## src/rtl/hls_cfg_pkg.sv

```systemverilog
// rtl/hls_cfg_pkg.sv - shared types and constants for the HLS control-register master
package hls_cfg_pkg;

    typedef enum logic [2:0] {
        IDLE,
        WR_ADDR_DATA,
        WR_RESP,
        RD_ADDR,
        RD_DATA,
        FINISH
    } state_e;

    localparam logic [31:0] CTRL_ADDR    = 32'h0000_0000;
    localparam logic [31:0] AP_START_VAL = 32'h0000_0001;
    localparam int          AP_DONE_BIT  = 1;
    localparam logic [1:0]  RESP_OKAY    = 2'b00;

endpackage

```

## src/rtl/hls_cfg_poll_timer.sv

```systemverilog
// rtl/hls_cfg_poll_timer.sv - saturating count of completed status reads with limit detection
module hls_cfg_poll_timer #(
    parameter int unsigned POLL_LIMIT = 255
) (
    input  logic clk,
    input  logic rst,
    input  logic clear,
    input  logic incr,
    output logic limit_hit
);

    // A zero limit would make the counter zero-width; treat it as a single read.
    localparam int unsigned LIM = (POLL_LIMIT == 0) ? 1 : POLL_LIMIT;
    localparam int unsigned CW  = $clog2(LIM + 1);
    localparam logic [CW-1:0] LIM_C = CW'(LIM);

    logic [CW-1:0] count_q;
    logic [CW-1:0] count_d;

    always_comb begin
        count_d = count_q;
        if (clear) begin
            count_d = '0;
        end else if (incr && (count_q != LIM_C)) begin
            count_d = count_q + 1'b1;
        end
    end

    // Asserted on the increment that brings the count up to the limit.
    assign limit_hit = incr && (count_q >= (LIM_C - 1'b1));

    always_ff @(posedge clk or posedge rst) begin
        if (rst) begin
            count_q <= '0;
        end else begin
            count_q <= count_d;
        end
    end

endmodule

```

## src/rtl/hls_config_master.sv

```systemverilog
// rtl/hls_config_master.sv - AXI4-Lite master that starts an HLS core and polls ap_done
// Optional poll timeout enabled by defining HLS_CFG_POLL_TIMEOUT_EN.
module hls_config_master
    import hls_cfg_pkg::*;
#(
    parameter int C_S_AXI_CONFIG_ADDR_WIDTH = 5,
    parameter int C_S_AXI_CONFIG_DATA_WIDTH = 32,
    parameter int POLL_LIMIT                = 255
) (
    input  logic                                   clk,
    input  logic                                   rst,
    input  logic                                   cmd_start,
    output logic                                   busy,
    output logic                                   done,
    output logic                                   error,
    output logic                                   timeout,
    output logic                                   m_axi_config_AWVALID,
    input  logic                                   m_axi_config_AWREADY,
    output logic [C_S_AXI_CONFIG_ADDR_WIDTH-1:0]   m_axi_config_AWADDR,
    output logic                                   m_axi_config_WVALID,
    input  logic                                   m_axi_config_WREADY,
    output logic [C_S_AXI_CONFIG_DATA_WIDTH-1:0]   m_axi_config_WDATA,
    output logic [C_S_AXI_CONFIG_DATA_WIDTH/8-1:0] m_axi_config_WSTRB,
    input  logic                                   m_axi_config_BVALID,
    output logic                                   m_axi_config_BREADY,
    input  logic [1:0]                             m_axi_config_BRESP,
    output logic                                   m_axi_config_ARVALID,
    input  logic                                   m_axi_config_ARREADY,
    output logic [C_S_AXI_CONFIG_ADDR_WIDTH-1:0]   m_axi_config_ARADDR,
    input  logic                                   m_axi_config_RVALID,
    output logic                                   m_axi_config_RREADY,
    input  logic [C_S_AXI_CONFIG_DATA_WIDTH-1:0]   m_axi_config_RDATA,
    input  logic [1:0]                             m_axi_config_RRESP
);

    localparam int AW = C_S_AXI_CONFIG_ADDR_WIDTH;
    localparam int DW = C_S_AXI_CONFIG_DATA_WIDTH;
    localparam int SW = C_S_AXI_CONFIG_DATA_WIDTH / 8;

    state_e          state_q, state_d;
    logic            awvalid_q, awvalid_d;
    logic            wvalid_q, wvalid_d;
    logic            bready_q, bready_d;
    logic            arvalid_q, arvalid_d;
    logic            rready_q, rready_d;
    logic [AW-1:0]   awaddr_q, awaddr_d;
    logic [AW-1:0]   araddr_q, araddr_d;
    logic [DW-1:0]   wdata_q, wdata_d;
    logic [SW-1:0]   wstrb_q, wstrb_d;
    logic            aw_done_q, aw_done_d;
    logic            w_done_q, w_done_d;
    logic            busy_q, busy_d;
    logic            done_q, done_d;
    logic            error_q, error_d;
    logic            timeout_q, timeout_d;

    logic            aw_fire;
    logic            w_fire;
    logic            poll_clear;
    logic            poll_incr;
    logic            poll_expired;

    assign aw_fire = awvalid_q && m_axi_config_AWREADY;
    assign w_fire  = wvalid_q && m_axi_config_WREADY;

`ifdef HLS_CFG_POLL_TIMEOUT_EN
    hls_cfg_poll_timer #(
        .POLL_LIMIT (POLL_LIMIT)
    ) u_poll_timer (
        .clk       (clk),
        .rst       (rst),
        .clear     (poll_clear),
        .incr      (poll_incr),
        .limit_hit (poll_expired)
    );
`else
    logic unused_poll;
    assign poll_expired = 1'b0;
    assign unused_poll  = poll_clear ^ poll_incr ^ (POLL_LIMIT == 0);
`endif

    // Only ap_done is inspected in the status word.
    logic unused_rdata;
    assign unused_rdata = ^m_axi_config_RDATA;

    always_comb begin
        state_d    = state_q;
        awvalid_d  = awvalid_q;
        wvalid_d   = wvalid_q;
        bready_d   = bready_q;
        arvalid_d  = arvalid_q;
        rready_d   = rready_q;
        awaddr_d   = awaddr_q;
        araddr_d   = araddr_q;
        wdata_d    = wdata_q;
        wstrb_d    = wstrb_q;
        aw_done_d  = aw_done_q;
        w_done_d   = w_done_q;
        error_d    = error_q;
        timeout_d  = timeout_q;
        done_d     = 1'b0;
        poll_clear = 1'b0;
        poll_incr  = 1'b0;

        unique case (state_q)
            IDLE: begin
                if (cmd_start) begin
                    state_d    = WR_ADDR_DATA;
                    awvalid_d  = 1'b1;
                    wvalid_d   = 1'b1;
                    awaddr_d   = AW'(CTRL_ADDR);
                    wdata_d    = DW'(AP_START_VAL);
                    wstrb_d    = '1;
                    aw_done_d  = 1'b0;
                    w_done_d   = 1'b0;
                    error_d    = 1'b0;
                    timeout_d  = 1'b0;
                    poll_clear = 1'b1;
                end
            end

            WR_ADDR_DATA: begin
                if (aw_fire) begin
                    awvalid_d = 1'b0;
                    aw_done_d = 1'b1;
                end
                if (w_fire) begin
                    wvalid_d = 1'b0;
                    w_done_d = 1'b1;
                end
                if ((aw_done_q || aw_fire) && (w_done_q || w_fire)) begin
                    state_d  = WR_RESP;
                    bready_d = 1'b1;
                end
            end

            WR_RESP: begin
                if (m_axi_config_BVALID) begin
                    bready_d = 1'b0;
                    if (m_axi_config_BRESP != RESP_OKAY) begin
                        error_d = 1'b1;
                        done_d  = 1'b1;
                        state_d = FINISH;
                    end else begin
                        arvalid_d = 1'b1;
                        araddr_d  = AW'(CTRL_ADDR);
                        state_d   = RD_ADDR;
                    end
                end
            end

            RD_ADDR: begin
                if (m_axi_config_ARREADY) begin
                    arvalid_d = 1'b0;
                    rready_d  = 1'b1;
                    state_d   = RD_DATA;
                end
            end

            RD_DATA: begin
                if (m_axi_config_RVALID) begin
                    rready_d = 1'b0;
                    if (m_axi_config_RRESP != RESP_OKAY) begin
                        error_d = 1'b1;
                        done_d  = 1'b1;
                        state_d = FINISH;
                    end else begin
                        poll_incr = 1'b1;
                        if (m_axi_config_RDATA[AP_DONE_BIT]) begin
                            done_d  = 1'b1;
                            state_d = FINISH;
                        end else if (poll_expired) begin
                            timeout_d = 1'b1;
                            error_d   = 1'b1;
                            done_d    = 1'b1;
                            state_d   = FINISH;
                        end else begin
                            arvalid_d = 1'b1;
                            araddr_d  = AW'(CTRL_ADDR);
                            state_d   = RD_ADDR;
                        end
                    end
                end
            end

            FINISH: begin
                state_d = IDLE;
            end

            default: begin
                state_d = IDLE;
            end
        endcase

        // busy is registered alongside the state so it mirrors "not IDLE" exactly.
        busy_d = (state_d != IDLE);
    end

    always_ff @(posedge clk or posedge rst) begin
        if (rst) begin
            state_q   <= IDLE;
            awvalid_q <= 1'b0;
            wvalid_q  <= 1'b0;
            bready_q  <= 1'b0;
            arvalid_q <= 1'b0;
            rready_q  <= 1'b0;
            awaddr_q  <= '0;
            araddr_q  <= '0;
            wdata_q   <= '0;
            wstrb_q   <= '0;
            aw_done_q <= 1'b0;
            w_done_q  <= 1'b0;
            busy_q    <= 1'b0;
            done_q    <= 1'b0;
            error_q   <= 1'b0;
            timeout_q <= 1'b0;
        end else begin
            state_q   <= state_d;
            awvalid_q <= awvalid_d;
            wvalid_q  <= wvalid_d;
            bready_q  <= bready_d;
            arvalid_q <= arvalid_d;
            rready_q  <= rready_d;
            awaddr_q  <= awaddr_d;
            araddr_q  <= araddr_d;
            wdata_q   <= wdata_d;
            wstrb_q   <= wstrb_d;
            aw_done_q <= aw_done_d;
            w_done_q  <= w_done_d;
            busy_q    <= busy_d;
            done_q    <= done_d;
            error_q   <= error_d;
            timeout_q <= timeout_d;
        end
    end

    assign busy                 = busy_q;
    assign done                 = done_q;
    assign error                = error_q;
    assign timeout              = timeout_q;
    assign m_axi_config_AWVALID = awvalid_q;
    assign m_axi_config_AWADDR  = awaddr_q;
    assign m_axi_config_WVALID  = wvalid_q;
    assign m_axi_config_WDATA   = wdata_q;
    assign m_axi_config_WSTRB   = wstrb_q;
    assign m_axi_config_BREADY  = bready_q;
    assign m_axi_config_ARVALID = arvalid_q;
    assign m_axi_config_ARADDR  = araddr_q;
    assign m_axi_config_RREADY  = rready_q;

endmodule

```

## config.mk

```make
export PLATFORM = sky130hd
export DESIGN_NAME = hls_config_master
export DESIGN_NICKNAME = d
export VERILOG_FILES = /design/src/rtl/hls_cfg_pkg.sv /design/src/rtl/hls_cfg_poll_timer.sv /design/src/rtl/hls_config_master.sv
export SDC_FILE = /design/constraint.sdc
export NUM_CORES = 1
export LEC_CHECK = 0
export BUFFER_PORTS_ARGS = -buffer_cell sky130_fd_sc_hd__buf_2
export CAP_MARGIN = 20
export CORE_MARGIN = 2
export CORE_UTILIZATION = 37
export DETAILED_ROUTE_END_ITERATION = 8
export PLACE_DENSITY = 0.81
export SLEW_MARGIN = 20
export SYNTH_ARGS = -nofsm -noshare
export SYNTH_HDL_FRONTEND = slang
export SYNTH_SLANG_ARGS = --single-unit
```

## constraint.sdc

```tcl
create_clock -name clk -period 1.8 [get_ports clk]
set_input_delay 0.27 -clock clk [delete_from_list [all_inputs] [get_ports clk]]
set_output_delay 0.27 -clock clk [all_outputs]
set_load 0.03 [all_outputs]
```

; ---- Word-level counts from Yosys, hierarchy flattened
; Index checks and enable logic that the tools add are counted.
; Widths: inputs -> output; s select.
[totals]
latch_bits = 0
out_inout_bits = 55
mem_bits_rw = 0
mem_bits_ro = 0
mem_count = 0
register_bits = 20
input_bits = 44
word_cells = 102
[classes]
n_bitwise = 0
n_mux = 49
n_reduce_logical = 23
addsub = 0
n_eq_ne = 16
n_div = 0
n_lt_le_gt_ge = 0
n_shift = 0
mul = 0
[ops]
columns = op, count
row1 = $mux 1, 25
row2 = $mux 5, 5
row3 = $mux 3, 8
row4 = $ne 2x2->1 const B, 12
row5 = $pmux 3 s5, 1
row6 = $pmux 1 s2, 7
row7 = $reduce_and 3->1, 4
row8 = $reduce_and 6->1, 2
row9 = $reduce_bool 2->1, 6
row10 = $pmux 5 s2, 1
row11 = $reduce_bool 3->1, 3
row12 = $reduce_and 7->1, 1
row13 = $eq 3x2->1 const B, 2
row14 = $pmux 1 s3, 2
row15 = $eq 3x1->1 const B, 1
row16 = $eq 3x3->1 const B, 1
row17 = $logic_and 1x1->1, 3
row18 = $logic_not 3->1, 1
row19 = $logic_or 1x1->1, 2
row20 = $reduce_and 2->1, 1

; ---- Depth between registers and ports, before layout
[logic_depth]
ltp_word = 6
ltp_mapped = 5
depth_no_buf = 4

; ---- Worst setup path before layout
; Ideal clock, no wire load.
[synth_path]
path_type = flip-flop to flip-flop
startpoint = reg state_q[0]
endpoint = reg busy_q, in the netlist busy
period_less_slack_ps = 1371
stages_incl_launch_ff = 6
required_ps = 1669
slack_ps = 429
arrival_time_ps = 1240
n_path_buf = 1
setup_ps = 131
path_cell_list = dfrtp_1 -> buf_6 -> nor3b_2 -> a21bo_1 -> nand4_1 -> or3_1
[synth_via]
elab_chain_cells = 3
elab_cells_between_ends = 12
classes_between = eq/ne: 4 / mux: 6 / reduce/logical: 2
[synth_rtl]
columns = item, line_no
row1 = from (decl), hls_config_master.sv:40  ; state_e state_q, state_d;
row2 = from (signal assigned), hls_config_master.sv:218  ; state_q <= state_d;
row3 = "$eq 3x3->1, or another cell as far along", hls_config_master.sv:105  ; unique case (state_q)
row4 = $pmux 3 s5 *, hls_config_master.sv:105
row5 = via state_d[0], hls_config_master.sv:40
row6 = $reduce_bool 3->1 *, hls_config_master.sv:196  ; busy_d = (state_d != IDLE);
row7 = via busy_d, hls_config_master.sv:52  ; logic busy_q, busy_d;
row8 = to (signal assigned), hls_config_master.sv:230  ; busy_q <= busy_d;
row9 = to (decl), hls_config_master.sv:52
; Mark *: on every way through the listed nets, which the timed path passes. The rest lies on a longest branch.
; A chain may end at the register's enable or synchronous reset.

; ---- Worst setup path in the final report
[layout_path]
startpoint = reg state_q[1]
endpoint = reg busy_q, in the netlist busy
[layout_via]
elab_chain_cells = 3
elab_cells_between_ends = 12
classes_between = eq/ne: 4 / mux: 6 / reduce/logical: 2
[layout_rtl]
columns = item, line_no
row1 = "$eq 3x3->1, or another cell as far along", hls_config_master.sv:105
row2 = $pmux 3 s5 *, hls_config_master.sv:105
row3 = via state_d[2], hls_config_master.sv:40
row4 = $reduce_bool 3->1 *, hls_config_master.sv:196
row5 = via busy_d, hls_config_master.sv:52
; Marks and branches as above.

==> results_dict.tcl <==
set metrics [dict create \
    max-slew-margin-rel_pct 64.78 \
    grt_pass1_vias 605 \
    critPathMaxFanout 12 \
    grt-ovfl-total 0 \
    diodes 0 \
    cts_buffers 3 \
    start_util_pct 38.81 \
    cellPowerDensity_nw_per_um2 1485 \
    htreeDepth 1 \
    cts_setup_buffers 0 \
    synthCells 115 \
    reg2reg_slack_ns 0.16 \
    regMostFlops "state_q" \
    gp_congestion 0.8003 \
    grt_max_degree 15 \
    critical_path_class "reg -> reg" \
    layout_setup_ws_ns 0.1554 \
    wl_microns 1716 \
    multiInputGateArea_sq_um 485.5 \
    netlist_area_sq_um 1061 \
    hold_viol 6 \
    clock-sinks 14 \
    path_cells "nand4bb_1 > o22ai_2 > nand3b_4 > or3_1" \
    fin_setup_tns_ns 0 \
    syn_avg_cell_area_sq_um 9.226 \
    p_leak_nw 0.5715 \
    required_ns 1.97 \
    synth_top_family_by_area "buffers and inverters" \
    syn2layout_area_growth_pct -0.9432 \
    largest_reg_flops 3 \
    final_cell_area_sq_um 1051 \
    synth_mux_area_share_pct 0 \
    root_buffer "clkbuf_4" \
    hpwl_microns 1329 \
    drv_slew 0 \
    route.detailed.drc 0 \
    power_frac_seq_pct 37.2 \
    synth_seq_area_share_pct 33.02 \
    core_area_sq_um 2734 \
    final_cell_mix "42 x conb_1, 25 x buf_2, 14 x dfrtp_1" \
    post-route-min-period_ns 1.645 \
    fillCellCount 294 \
    ys_ff_latch 14 \
    slowest_delay_ns 0.60 \
    synth-compound-area-share_pct 9.552 \
    clockPowerShare_pct 14.8 \
    drtPass1Iterations 4 \
    grt_util_all_layers_pct 10.30 \
    slowest_stage "dfrtp_1" \
    finish.net_count 182 \
    tightest_slew_ns 0.5278 \
    grt_first_pass_wirelength_microns 2553 \
    dpl_worst_slack_ns 0.1876 \
    p_comb_share_pct 48.0 \
    setup_viol 0 \
    post_cts_resized 0 \
    drive_gt1_share_pct 26.28 \
    synth_xor_area_share_pct 0 \
    floorplan.rows 19 \
    wl_per_cell_microns 10.21 \
    io_buffer_count 25 \
    min_path_type "in -> async" \
    die_x_microns 57.55 \
    clockBufferDepth 2 \
    pin_count 99 \
    netSwitchingFraction_pct 46.72 \
    drtAntennaViolNets 0 \
    synth-simple-area-share_pct 21.34 \
    violations "negative hold slack" \
    arrival_ns 1.81 \
    ff_latch_area_sq_um 350.3 \
    cap_violations 0 \
    ctsHoldBuffers 0 \
    fin_worst_skew_ns 0.01093 \
    crit_path_end_kind "flip-flop" \
    cts_tree "built" \
    hold_ws_ns -0.003724 \
    p_sw_mw 0.7294 \
    synth.distinct_cells 32 \
    clk_latency_ns 0.29 \
    yosysWarnings 0 \
    viasPerCell 4.298 \
    die_h_microns 57.55 \
    path_clk_slew_ns 0.09 \
    vias 722 \
    die_area_sq_um 3312 \
    place_area_sq_um 1015 \
    stdcell_count 168 \
    rsz0062_at_grt "false" \
    layout_commonest_cell "conb_1" \
    place_inst 164 \
    cp-start-kind "flip-flop" \
    vdd_drop_max_v 0.0006114 \
    drt-initial-drc-count 16 \
    outcome "complete, but fails checks" \
    final.period_utilization_pct 91.36 \
    antenna_found_initial 0 \
    p_int_mw 0.8318 \
    max_freq_mhz 608.1 \
    synthAdderAreaFrac_pct 0 \
]
==> power groups by stage <==
stage | clock network, mW | logic [mW] | registers, mW
6_report | 0.232 | 0.749 | 0.580
3_3_place_gp | 0 | 0.746 | 0.577
3_5_place_dp | 0 | 0.756 | 0.583
4_1_cts | 0.234 | 0.759 | 0.580
5_1_grt | 0.250 | 0.822 | 0.602
2_1_floorplan | 0 | 0.605 | 0.660
==> through the flow <==
stage | total power, mW | utilization, % | hold WS, ns
4_1_cts | 1.573 | 38.44 | 0.02144
3_3_place_gp | 1.323 | 37.12 | 0.3292
5_1_grt | 1.674 | 38.44 | 0.05247
6_report | 1.561 | 38.44 | -0.003724
3_5_place_dp | 1.339 | 37.12 | 0.3341
2_1_floorplan | 1.265 | - | 0.1592
==> cell usage after synthesis <==
master     number  area share [%]
nand4b_1        1            0.83
nand3b_1        2             1.4
buf_6           1             1.1
buf_4          48              34
dfrtp_1        14              33
or3_1           1            0.59
o22ai_2         1             1.2
nand4bb_2       1             1.5
a41o_1          1            0.94
nand3b_4        1             1.9
a21o_1          3             2.1
nor2b_1         1            0.59
conb_1          1            0.35
a21bo_1         1            0.94
nand2_1         9             3.2
nand3_1         1            0.47
nand4bb_1       1             1.1
nand4_1         1            0.59
inv_1           2            0.71
nor3b_2         1             1.2
nor2_1          8             2.8
a21oi_1         1            0.47
a31oi_1         3             1.8
nor4b_2         1             1.4
nor3b_1         1            0.71
nor3_1          2            0.94
nor4bb_1        1            0.94
or2_2           1            0.59
o21a_1          1            0.71
o21ai_0         2            0.94
o21ai_1         1            0.47
and3_1          1            0.59
==> cells by family (layout without fill, tap and decap cells) <==
kind of cell,after synthesis,count (layout)
buffers and inverters,51,32
AND/OR/NAND/NOR,35,35
other,1,42
flip-flops,14,14
AO/OA/AOI/OAI,14,14
==> layout make-up <==
cell class	count	share of cell area, %
Sequential cell	14	33.33
Multi-Input combinational cell	91	46.19
Tap cell	31	3.690
Inverter	2	0.7143
Timing Repair Buffer	26	12.62
Clock buffer	4	3.452
==> layer usage <==
metal  GRT usage [%]  up-vias  share of wire, %
met5               0        -                 0
met3           1.814        4               8.7
met2           16.56       39                49
li1                -      341                 -
met1           11.63      338                39
met4           8.970        0               3.1
==> final timing paths <==
check / startpoint / end / cells after the start
worst max-delay path: state_q[1] / busy / 4
worst min-delay path: rst / error / 2
worst max register to register: state_q[1] / busy / 4
worst min register to register: aw_done_q / aw_done_q / 1
max in group asynchronous: rst / aw_done_q / 2
min in group clk: m_axi_config_WREADY / w_done_q / 3
==> worst max-delay path, delay by kind of cell, from the launching register on <==
kind / cells / cell delay (ns)
simple gates: 3 / 0.79
flops: 1 / 0.60
compound gates: 1 / 0.12
Note: power is estimated with default switching activity, not from simulation.
